<file path="src/rtl/keypad_pkg.sv">
// rtl/keypad_pkg.sv - shared keypad constants, scan states and key-code mapping
package keypad_pkg;

  localparam logic [4:0] KEY_NONE  = 5'd0;
  localparam logic [4:0] KEY_PWR   = 5'd1;
  localparam logic [4:0] KEY_SEL   = 5'd11;
  localparam logic [4:0] KEY_START = 5'd13;

  localparam int NUM_ROWS = 4;
  localparam int NUM_COLS = 4;

  typedef enum logic {
    ST_DRIVE,
    ST_EVAL
  } scan_state_t;

  // Code is 4*row + col + 1, so {row, col} read as a number plus one.
  function automatic logic [4:0] key_code(input logic [1:0] r, input logic [1:0] c);
    return {1'b0, r, c} + 5'd1;
  endfunction

endpackage

</file>
<file path="src/rtl/keypad_sync.sv">
// rtl/keypad_sync.sv - 2-flop synchronizer for the asynchronous row lines
module keypad_sync (
  input  logic       clk,
  input  logic [3:0] raw,
  output logic [3:0] synced
);

  logic [3:0] meta;

  always_ff @(posedge clk) begin
    meta   <= raw;
    synced <= meta;
  end

endmodule

</file>
<file path="src/rtl/keypad_scanner.sv">
// rtl/keypad_scanner.sv - 4x4 keypad column scanner with multi-scan debounce
module keypad_scanner
  import keypad_pkg::*;
#(
  parameter int SCAN_DIV       = 27000,
  parameter int DEBOUNCE_SCANS = 10
) (
  input  logic       clk,
  input  logic       rst,
  input  logic [3:0] row,
  output logic [3:0] col,
  output logic       keypad_pressed,
  output logic [4:0] key,
  output logic       key_strobe
);

  localparam int                SLOT_W     = $clog2(SCAN_DIV + 1);
  localparam logic [SLOT_W-1:0] SLOT_LAST  = SLOT_W'(SCAN_DIV - 1);
  localparam logic [7:0]        STABLE_MAX = 8'(DEBOUNCE_SCANS);

  scan_state_t       state, state_next;
  logic [1:0]        col_idx, col_idx_next;
  logic [SLOT_W-1:0] slot, slot_next;
  logic              capture;
  logic [3:0]        row_sync;
  logic [3:0]        scan_map [NUM_COLS];
  logic [4:0]        candidate, prev_candidate;
  logic [7:0]        stable_cnt, stable_next;
  logic              commit;

  keypad_sync u_sync (
    .clk    (clk),
    .raw    (row),
    .synced (row_sync)
  );

  // col_idx is left at 3 through EVAL, so column 3 stays driven for that cycle.
  assign col = ~(4'b0001 << col_idx);

  always_ff @(posedge clk) begin
    if (rst) begin
      state   <= ST_DRIVE;
      col_idx <= 2'd0;
      slot    <= '0;
    end else begin
      state   <= state_next;
      col_idx <= col_idx_next;
      slot    <= slot_next;
    end
  end

  always_comb begin
    state_next   = state;
    col_idx_next = col_idx;
    slot_next    = slot;
    capture      = 1'b0;
    case (state)
      ST_DRIVE: begin
        if (slot == SLOT_LAST) begin
          capture   = 1'b1;
          slot_next = '0;
          if (col_idx == 2'd3) state_next = ST_EVAL;
          else                 col_idx_next = col_idx + 2'd1;
        end else begin
          slot_next = slot + 1'b1;
        end
      end
      ST_EVAL: begin
        state_next   = ST_DRIVE;
        col_idx_next = 2'd0;
      end
      default: state_next = ST_DRIVE;
    endcase
  end

  always_ff @(posedge clk) begin
    if (rst) begin
      for (int c = 0; c < NUM_COLS; c++) scan_map[c] <= 4'hF;
    end else if (capture) begin
      scan_map[col_idx] <= row_sync;
    end
  end

  // Walk from the highest code down so the lowest pressed code is left standing.
  always_comb begin
    candidate = KEY_NONE;
    for (int r = NUM_ROWS - 1; r >= 0; r--) begin
      for (int c = NUM_COLS - 1; c >= 0; c--) begin
        if (!scan_map[c][r]) candidate = key_code(2'(r), 2'(c));
      end
    end
  end

  always_comb begin
    if (candidate == prev_candidate)
      stable_next = (stable_cnt < STABLE_MAX) ? stable_cnt + 8'd1 : stable_cnt;
    else
      stable_next = 8'd1;
  end

  assign commit = (state == ST_EVAL) && (stable_next == STABLE_MAX) && (candidate != key);

  always_ff @(posedge clk) begin
    if (rst) begin
      prev_candidate <= KEY_NONE;
      stable_cnt     <= 8'd0;
      key            <= KEY_NONE;
      keypad_pressed <= 1'b0;
      key_strobe     <= 1'b0;
    end else begin
      key_strobe <= 1'b0;
      if (state == ST_EVAL) begin
        prev_candidate <= candidate;
        stable_cnt     <= stable_next;
        if (commit) begin
          key            <= candidate;
          keypad_pressed <= (candidate != KEY_NONE);
          key_strobe     <= (candidate != KEY_NONE);
        end
      end
    end
  end

endmodule

</file>
<file path="config.mk">
export PLATFORM = sky130hd
export DESIGN_NAME = keypad_scanner
export DESIGN_NICKNAME = d
export VERILOG_FILES = /design/src/rtl/keypad_pkg.sv /design/src/rtl/keypad_sync.sv /design/src/rtl/keypad_scanner.sv
export SDC_FILE = /design/constraint.sdc
export NUM_CORES = 1
export LEC_CHECK = 0
export CAP_MARGIN = 20
export CELL_PAD_IN_SITES_DETAIL_PLACEMENT = 2
export CELL_PAD_IN_SITES_GLOBAL_PLACEMENT = 2
export CORE_UTILIZATION = 39
export CTS_BUF_LIST = sky130_fd_sc_hd__clkbuf_4
export CTS_CLUSTER_DIAMETER = 60
export DETAILED_ROUTE_END_ITERATION = 16
export PLACE_DENSITY_LB_ADDON = 0.1
export SLEW_MARGIN = 20
export SYNTH_ARGS = -nofsm -noshare
export SYNTH_HDL_FRONTEND = slang
export SYNTH_SLANG_ARGS = --single-unit
</file>
<file path="constraint.sdc">
create_clock -name clk -period 2.62 [get_ports clk]
set_clock_uncertainty 0.1 [all_clocks]
set_input_delay 0.524 -clock clk [delete_from_list [all_inputs] [get_ports clk]]
set_output_delay 0.524 -clock clk [all_outputs]
set_load 0.005 [all_outputs]
</file>
==> qor.csv, run 1 <==
metric,value,unit
numPortBuffers,16,
grt_pass1_wl,13700,um
finalCriticalPeriod,2500,ps
synthDominantCellAreaShare,0.299,
syn-instance-count,325,
route.final.wire_length,8100,um
grt_max_degree,27,
cts_tree,yes,
drv_cap,0,
grt-ovfl-total,0,
path_max_fanout,4,
synth_enable_flop_cells,16,
internal_power,1.53,mW
synth_area,0.00308,sq mm
track_usage,0.216,
pwr-share-comb,0.056,
ys_seq_area_frac,0.455,
cts_buffer_depth,2,
finalPower,1.98,mW
n_fill_cell,877,
power.switching,450,uW
tightest_slew,581,ps
coreArea,0.00769,sq mm
postCtsHoldBufs,0,
post-place-ws,122,ps
ant_nets,0,
die_h,90.9,um
hold-worst-slack,241,ps
htreeDepth,3,
vias_per_cell,5.41,
yosys_register_bits,62,
layout.cells.non_filler,460,
crit_path_end,key[3],
numClockSinks,62,
finalMaxSlewViolations,0,
placed_cell_area,0.00341,sq mm
syn2layout_area_growth,16.9,%
dieWidth,90.9,um
hold_start,u_sync.meta[3],
placed_cells,444,
dieArea,0.00825,sq mm
post-dp-hpwl,6000,um
ff2ff_setup_slack,120,ps
post_cts_buffers,0,
worstSkewPairLatency,420,ps
synthTopCellsByArea,"dfxtp_1, edfxtp_1, nor2_1, xor2_1, nand2b_1",
finalCritPeriodShare,0.955,
path_class,reg -> reg,
gp_congestion,0.765,
antenna_found_initial,0,
startpoint,scan_map[1][2],
drt_iter0_markers,87,
path_clk_slew,110,ps
cts-root-buf,clkbuf_4,
fin_nets,365,
fin_area,0.00360,sq mm
r2r_cells,7,
finalHoldViolCount,0,
hold_class,reg -> reg,
ys.warnings.count,0,
seq_power_share,0.515,
synth_top_area_cell,dfxtp_1,
swShare,0.227,
syn_nets,337,
cp.required,2820,ps
cp_data_arrival_time,2700,ps
clock_power_share,0.429,
diodes,0,
vias,2488,
ir_worst_vdd,0.333,mV
fin_util,0.468,
ys.flop_type,dfxtp_1,
drc,0,
slew_headroom,0.612,
r2r-end,key[3],
syn-mean-instance-area,9.47,sq um
end_kind,flip-flop,
ys_types,59,
ios,17,
r2r-start,scan_map[1][2],
grt_pass1_vias,2696,
firstDrtPassIters,4,
wl_per_cell,17.6,um
start_kind,flip-flop,
cts_buffers,9,
layout-drive-gt1-share,0.142,
initial_core_util,0.401,
fin_setup_tns,0,ps
p_leak,1.29,nW
rsz0062_at_grt,false,
powerDensity,550,mW/mm^2
row_count,32,
timing.final.ws_setup,119,ps
status,"complete, no violations",
finalSetupViolCount,0,
fmax,400,MHz
synth_async_sr_flop_share,0,
[registers in the layout, indices dropped and copies added, names as in the netlist]
signal / count
scan_map: 16
slot: 15
stable_cnt: 8
key: 5
prev_candidate: 5
u_sync.meta: 4
u_sync.synced: 4
col_idx: 2
key_strobe: 1
keypad_pressed: 1
state: 1
[kinds of logic after synthesis]
family	count (synthesis)	share of synthesized area
mux	7	0.0232
compound gates	51	0.118
fa+ha+maj	6	0.0244
xor+xnor	18	0.0512
buf+inv	20	0.0260
flops	62	0.455
simple gates	161	0.302
[cells in the mapped netlist (all sizes together) (8+ instances only)]
cell type and n:
a21oi 18, clkbuf 8, dfxtp 46, edfxtp 16, inv 9, nand2 23, nand2b 17, nand3 20
nor2 35, nor3 10, o21ai 8, or2 9, xor2 13
[worst min-delay path by stage]
stage / to / slack [ps] / cells past startpoint
after floorplan: u_sync.synced[0] / 210 / 0
after global placement: u_sync.synced[0] / 210 / 0
after detailed placement: u_sync.synced[3] / 210 / 0
after CTS: u_sync.synced[3] / 240 / 0
after global routing: u_sync.synced[0] / 240 / 0
final: u_sync.synced[3] / 240 / 0
[per-layer routing]
metal	GRT usage	vias up	share of wire
met2	0.391	28	0.51
li1	-	1210	-
met4	0.0873	0	0.018
met1	0.252	1238	0.45
met3	0.0362	12	0.021
met5	0	-	0
[power by group through the flow]
stage	sequential [mW]	clock [mW]	combinational (mW)
2_1_floorplan	1.03	0	0.0732
3_3_place_gp	1.04	0	0.104
5_1_grt	1.02	0.914	0.123
4_1_cts	1.02	0.871	0.111
6_report	1.02	0.850	0.112
3_5_place_dp	1.04	0	0.109
[worst max-delay path, cell delays in order, from the launching register on]
cell and delay (ps):
edfxtp_1 430, nand4_1 210, or4_4 590, a31oi_4 210, o32ai_2 150, or4_4 470
o21ai_1 150, a21oi_1 80
[layout make-up]
type                    count  area (sq um)  share of cell area
multi-input cells         243          1610               0.448
flip-flops and latches     62          1400               0.389
repair buffers             28           250              0.0695
well taps                 102           128              0.0354
clock inverters             6           101              0.0281
clock buffers              10          75.1              0.0208
inverters                   9          33.8             0.00938
[layout by cell type (no fill, tap or decap), types with 4 or more instances in the layout]
master and count:
nor3_1 9, clkdlybuf4s50_1 16, and2_1 6, nand3_1 20, dfxtp_1 46, or2_2 9
clkbuf_4 10, o21ai_0 4, nand4_1 4, edfxtp_1 16, a21oi_1 16, xor2_1 13
nand2_1 22, buf_4 12, inv_1 9, ha_1 6, nand2b_1 17, xnor2_1 5
mux2i_1 6, o21ai_1 4, and3_1 5, nor2_1 35
[timing repair]
| item | CTS | global route |
|---|---|---|
| hold endpoints to repair | 0 | 0 |
| resized for setup | 0 | 4 |
| endpoints found under the setup margin | 0 | 3 |
Note: power is estimated with default switching activity, not from simulation.
==> run 2, diff against run 1 <==
--- a/config.mk
+++ b/config.mk
@@ -5,7 +5,6 @@
 export SDC_FILE = /design/constraint.sdc
 export NUM_CORES = 1
 export LEC_CHECK = 0
-export CAP_MARGIN = 20
 export CELL_PAD_IN_SITES_DETAIL_PLACEMENT = 2
 export CELL_PAD_IN_SITES_GLOBAL_PLACEMENT = 2
 export CORE_UTILIZATION = 39
==> results of run 2 <==
The final DEF is identical to that of run 1; final timing and power are the same.
